--- config.mk ---
export PLATFORM = sky130hd
export DESIGN_NAME = conv_frame_seq
export DESIGN_NICKNAME = d
export VERILOG_FILES = /design/src/rtl/cnn_pkg.sv /design/src/rtl/raster_cnt.sv /design/src/rtl/conv_frame_seq.sv
export SDC_FILE = /design/constraint.sdc
export NUM_CORES = 1
export LEC_CHECK = 0
export ABC_AREA = 1
export BUFFER_PORTS_ARGS = -buffer_cell sky130_fd_sc_hd__buf_2
export CAP_MARGIN = 20
export CORE_MARGIN = 2
export CORE_UTILIZATION = 40
export CTS_CLUSTER_DIAMETER = 30
export DETAILED_ROUTE_END_ITERATION = 7
export PLACE_DENSITY = 0.58
export SETUP_SLACK_MARGIN = 0.05
export SKIP_CTS_REPAIR_TIMING = 1
export SYNTH_ARGS = -nofsm -noshare
export SYNTH_HDL_FRONTEND = slang
export SYNTH_SLANG_ARGS = --single-unit
--- constraint.sdc ---
create_clock -name clk -period 2 [get_ports clk]
set_input_delay 0.4 -clock clk [delete_from_list [all_inputs] [get_ports clk]]
set_output_delay 0.4 -clock clk [all_outputs]
set_load 0.005 [all_outputs]
--- src/rtl/cnn_pkg.sv ---
// Shared CNN sequencing definitions: default frame geometry, data widths
// and the sequencer state encoding used by the conv and pool sequencers.
package cnn_pkg;

  localparam int IMG_W = 32;
  localparam int IMG_H = 32;
  localparam int K     = 5;
  localparam int PP    = 8;
  localparam int OP    = 8;

  typedef enum logic [1:0] {
    IDLE  = 2'd0,
    FETCH = 2'd1,
    FLUSH = 2'd2,
    FIN   = 2'd3
  } seq_state_t;

endpackage

--- src/rtl/raster_cnt.sv ---
// Column/row raster counter. Advances one position per enable, wraps the
// column into the next row and wraps the whole frame back to (0,0).
// 'last' flags the final position (H-1, W-1) of the frame.
module raster_cnt #(
  parameter int W  = 32,
  parameter int H  = 32,
  parameter int CW = $clog2(W) + 1,
  parameter int RW = $clog2(H) + 1
) (
  input  logic          clk,
  input  logic          reset,
  input  logic          en,
  output logic [CW-1:0] col,
  output logic [RW-1:0] row,
  output logic          last
);

  logic [CW-1:0] col_reg;
  logic [RW-1:0] row_reg;
  logic          col_end;
  logic          row_end;

  assign col_end = (col_reg == CW'(W - 1));
  assign row_end = (row_reg == RW'(H - 1));

  // Position register: column steps every enable, row steps on column wrap.
  always_ff @(posedge clk or negedge reset) begin
    if (!reset) begin
      col_reg <= '0;
      row_reg <= '0;
    end else if (en) begin
      if (col_end) begin
        col_reg <= '0;
        row_reg <= row_end ? '0 : row_reg + RW'(1);
      end else begin
        col_reg <= col_reg + CW'(1);
      end
    end
  end

  assign col  = col_reg;
  assign row  = row_reg;
  assign last = col_end && row_end;

endmodule

--- src/rtl/conv_frame_seq.sv ---
// Frame sequencer for the first conv layer: streams one raster frame from
// pixel memory into the conv layer, pads with zero pixels until the conv
// pipeline drains, and forwards only results whose window is fully inside
// the frame. A zero-pixel cap guarantees completion even if the conv hangs.
module conv_frame_seq #(
  parameter int IMG_W = cnn_pkg::IMG_W,
  parameter int IMG_H = cnn_pkg::IMG_H,
  parameter int K     = cnn_pkg::K,
  parameter int PP    = cnn_pkg::PP,
  parameter int OP    = cnn_pkg::OP,
  parameter int AW    = 10
) (
  input  logic          clk,
  input  logic          reset,
  input  logic          start,
  output logic          busy,
  output logic          done,
  output logic          mem_rd,
  output logic [AW-1:0] mem_addr,
  input  logic [PP:0]   mem_data,
  output logic [PP:0]   pxl_out,
  output logic          pxl_en,
  input  logic [OP:0]   conv_in,
  input  logic          conv_valid,
  output logic [OP:0]   out_data,
  output logic          out_valid
);

  import cnn_pkg::*;

  localparam int NPIX = IMG_W * IMG_H;
  localparam int CW   = $clog2(IMG_W) + 1;
  localparam int RW   = $clog2(IMG_H) + 1;
  localparam int ZW   = $clog2(NPIX + 1) + 1;

  seq_state_t    state_reg;
  seq_state_t    state_next;

  logic [CW-1:0] fetch_col;
  logic [RW-1:0] fetch_row;
  logic          fetch_last;
  logic [CW-1:0] res_col;
  logic [RW-1:0] res_row;
  logic          res_last;

  logic          res_en;
  logic          res_done;
  logic          zero_req;
  logic          pxl_en_reg;
  logic          src_mem_reg;
  logic [ZW-1:0] zero_cnt_reg;
  logic          out_valid_reg;
  logic [OP:0]   out_data_reg;

  // Conv results are only meaningful while a frame is in flight.
  assign res_en   = conv_valid && ((state_reg == FETCH) || (state_reg == FLUSH));
  assign res_done = res_en && res_last;

  // Read address generator: one raster position per FETCH cycle.
  raster_cnt #(.W(IMG_W), .H(IMG_H), .CW(CW), .RW(RW)) u_fetch_cnt (
    .clk   (clk),
    .reset (reset),
    .en    (mem_rd),
    .col   (fetch_col),
    .row   (fetch_row),
    .last  (fetch_last)
  );

  // Result position tracker: one raster position per accepted conv strobe.
  raster_cnt #(.W(IMG_W), .H(IMG_H), .CW(CW), .RW(RW)) u_res_cnt (
    .clk   (clk),
    .reset (reset),
    .en    (res_en),
    .col   (res_col),
    .row   (res_row),
    .last  (res_last)
  );

  assign mem_addr = mem_rd ? AW'(int'(fetch_row) * IMG_W + int'(fetch_col)) : '0;

  // State register.
  always_ff @(posedge clk or negedge reset) begin
    if (!reset) state_reg <= IDLE;
    else        state_reg <= state_next;
  end

  // Next-state and control decode. Zero padding stops on the cycle the last
  // result is accepted, so no stray pixel is issued in FIN.
  always_comb begin
    state_next = state_reg;
    mem_rd     = 1'b0;
    busy       = 1'b0;
    done       = 1'b0;
    zero_req   = 1'b0;
    case (state_reg)
      IDLE: begin
        if (start) state_next = FETCH;
      end
      FETCH: begin
        mem_rd = 1'b1;
        busy   = 1'b1;
        if (fetch_last) state_next = FLUSH;
      end
      FLUSH: begin
        busy = 1'b1;
        if (res_done || (zero_cnt_reg >= ZW'(NPIX))) state_next = FIN;
        else                                         zero_req   = 1'b1;
      end
      FIN: begin
        done       = 1'b1;
        state_next = IDLE;
      end
      default: state_next = IDLE;
    endcase
  end

  // Pixel stream strobes: a stream slot exists one cycle after every read
  // or zero request; src_mem selects memory data versus a zero pad.
  always_ff @(posedge clk or negedge reset) begin
    if (!reset) begin
      pxl_en_reg  <= 1'b0;
      src_mem_reg <= 1'b0;
    end else begin
      pxl_en_reg  <= mem_rd | zero_req;
      src_mem_reg <= mem_rd;
    end
  end

  // mem_data is the memory's registered read port, valid in the cycle after
  // mem_rd, which is exactly the slot marked by pxl_en.
  assign pxl_out = src_mem_reg ? mem_data : '0;
  assign pxl_en  = pxl_en_reg;

  // Zero-pad counter, cleared whenever the sequencer is not flushing.
  always_ff @(posedge clk or negedge reset) begin
    if (!reset)                   zero_cnt_reg <= '0;
    else if (state_reg != FLUSH)  zero_cnt_reg <= '0;
    else if (zero_req)            zero_cnt_reg <= zero_cnt_reg + ZW'(1);
  end

  // Result forwarding: pass interior results only, one cycle after the strobe.
  always_ff @(posedge clk or negedge reset) begin
    if (!reset) begin
      out_valid_reg <= 1'b0;
      out_data_reg  <= '0;
    end else begin
      out_valid_reg <= res_en && (res_col >= CW'(K - 1)) && (res_row >= RW'(K - 1));
      out_data_reg  <= conv_in;
    end
  end

  assign out_valid = out_valid_reg;
  assign out_data  = out_data_reg;

endmodule

==> flow_summary.json <==
{
  "outcome": "complete, but fails checks",
  "violations": "DRC",
  "worst_pin_slew_ps": 521.0,
  "wl_mm": 5.230,
  "die_y_um": 85.74,
  "grt_pass1_wl_mm": 9.356,
  "ys_types": 24,
  "worstPathRequired_ps": 1600,
  "cts_buffers": 5,
  "grt_pass1_vias": 2087,
  "cts-root-buf": "clkbuf_8",
  "synth_top_cell_by_area": "dfrtp_1",
  "antenna_found_initial": 0,
  "cpLargestDelayFamily": "flip-flops",
  "layout_min_cycle_time_ps": 1921,
  "die_w_um": 85.74,
  "path_cells": "ha_2 > ha_4 > nand3_2 > o21ai_1 > a21oi_1 > buf_2",
  "leakagePower_nw": 1.762,
  "yosys_register_bits": 50,
  "fin_crit_sh": 0.9606,
  "yosysTopAreaCellShare": 0.4682,
  "n_antenna_cell": 0,
  "largest_reg_flops": 12,
  "arrival_ps": 1520,
  "core_area_um2": 6422,
  "ant_nets": 0,
  "final_hold_viol_count": 0,
  "power_mw": 3.181,
  "layout-drive-gt1-share": 0.2161,
  "fin_nets": 432,
  "vdd_drop_max_v": 0.0005568,
  "final_area_um2": 3206,
  "wl_per_cell_um": 11.01,
  "start_util": 0.4161,
  "rows": 29,
  "grt_max_degree": 30,
  "endpoint_kind": "output port",
  "io_pins": 55,
  "slowest_stage": "dfrtp_1",
  "maxSlewViolCount": 0,
  "cp_num_cells": 6,
  "startpoint": "u_fetch_cnt.col[5]",
  "drv_cap": 0,
  "crit_buf_inv": 1,
  "setup.worst_path.end": "mem_addr[9]",
  "synth_warnings": 0,
  "firstDrtPassIters": 8,
  "gr-total-overflow": 0,
  "dpl_cell_area_um2": 3059,
  "vias": 2241,
  "routed_via_density": 4.718,
  "timing.rr.start": "state_reg[0]",
  "hpwl_mm": 3.882,
  "syn_nets": 372,
  "r2r_end": "u_res_cnt.row[2]",
  "port_buffers": 54,
  "path_clk_slew_ps": 90,
  "synth-main-ff-cell": "dfrtp_1",
  "grt_use_total": 0.1562,
  "cp_max_fo": 4,
  "drc": 5,
  "fp.dieArea_um2": 7351,
  "clk_latency_ps": 300,
  "rsz0062_at_grt": "yes",
  "async_reset_ff_frac": 1.000,
  "timing.final.ws_setup_ps": 78.76,
  "hold_class": "in -> async",
  "finClkSkew_ps": 9.070,
  "synth_area_um2": 2673,
  "netlist_top_cells_area": "dfrtp_1 (47%), nand2_1 (14%), inv_1 (7.3%)",
  "area_growth_pct": 19.94,
  "power_density_nw_per_um2": 992.3,
  "slowest_delay_ps": 430,
  "relSlewSlack": 0.6527,
  "htree_levels": 2,
  "rr_worst_depth": 8,
  "syn-instance-count": 337,
  "gp_congestion": 0.7908,
  "synth-edff-count": 0,
  "r2r_slack_ps": 230,
  "synth-seq-area-share": 0.4682,
  "worstSetupPathType": "reg -> out",
  "preCtsSetupSlack_ps": 158.9,
  "tritoncts": "built",
  "syn_avg_cell_area_um2": 7.930,
  "dr.first_iter.drc_count": 105,
  "cts.sinks": 50,
  "yosys-top-cells-count": "nand2_1 (97), inv_1 (52), dfrtp_1 (50)",
  "timing.setup.tns_ps": 0,
  "max_freq_mhz": 520.5,
  "yosysMostFrequentCell": "nand2_1",
  "setup_viol": 0,
  "cp-start-kind": "flop",
  "clk_path_buf_depth": 2
}
==> layout by cell type, fill, tap and decap left out, types with 5 or more instances in the layout <==
cell      synthesis  final
nand2_1          97     96
dfrtp_1          50     50
nor2_2            4      5
o21ai_1           9     10
inv_1            52     52
nand3_1          26     25
nor2_1           23     22
o21ai_0          14     13
ha_1             13     10
clkbuf_8          0      5
nand4_1           8      8
buf_2             0     54
xor2_1            9      9
a21oi_1           7      7
==> cell families after synthesis <==
kind of cell	share of synthesized area
buffers and inverters	0.08286
adders and majority gates	0.06086
xor gates and xnor gates	0.04260
and+or+nand+nor	0.2870
DFF	0.4682
AOI/OAI and AO/OA	0.05852
==> final cells by class <==
class	instances	area, µm²
clock buffer	5	68.82
clock inverter	3	40.04
fill	629	3217
inverter	55	206.4
multi-input combinational	228	1237
sequential	50	1251
tap	77	96.34
timing repair buffer	57	305.3
==> worst min-delay path by stage <==
stage	slack, ps	endpoint	depth (start not counted)	start
after floorplan	100	out_data[0]	0	reset
after global placement	410	zero_cnt_reg[7]	1	reset
after detailed placement	410	zero_cnt_reg[7]	1	reset
after CTS	70	zero_cnt_reg[7]	1	reset
after global routing	100	zero_cnt_reg[7]	1	reset
final	60	zero_cnt_reg[7]	1	reset
==> power by group <==
part           switching, mW  internal (mW)
Clock                  0.338          0.369
Sequential             0.209           1.20
Combinational          0.635          0.430
==> per-layer routing <==
layer  vias up  wire length [µm]  track usage
met5         -                 0            0
met1      1014              2575       0.2156
met4         0                42      0.03030
li1       1176                 -            -
met2        46              2367       0.2571
met3         5               244      0.03272
==> metrics by stage <==
step / cells / utilization / hold WS (ps)
6_report: 475 / 0.4991 / 58.64
5_1_grt: 475 / 0.4991 / 98.74
4_1_cts: 475 / 0.4933 / 66.00
3_5_place_dp: 467 / 0.4763 / 410.8
3_3_place_gp: 467 / 0.4763 / 412.9
2_1_floorplan: 337 / - / 104.4
No activity file was read; power rests on OpenSTA's default activity.
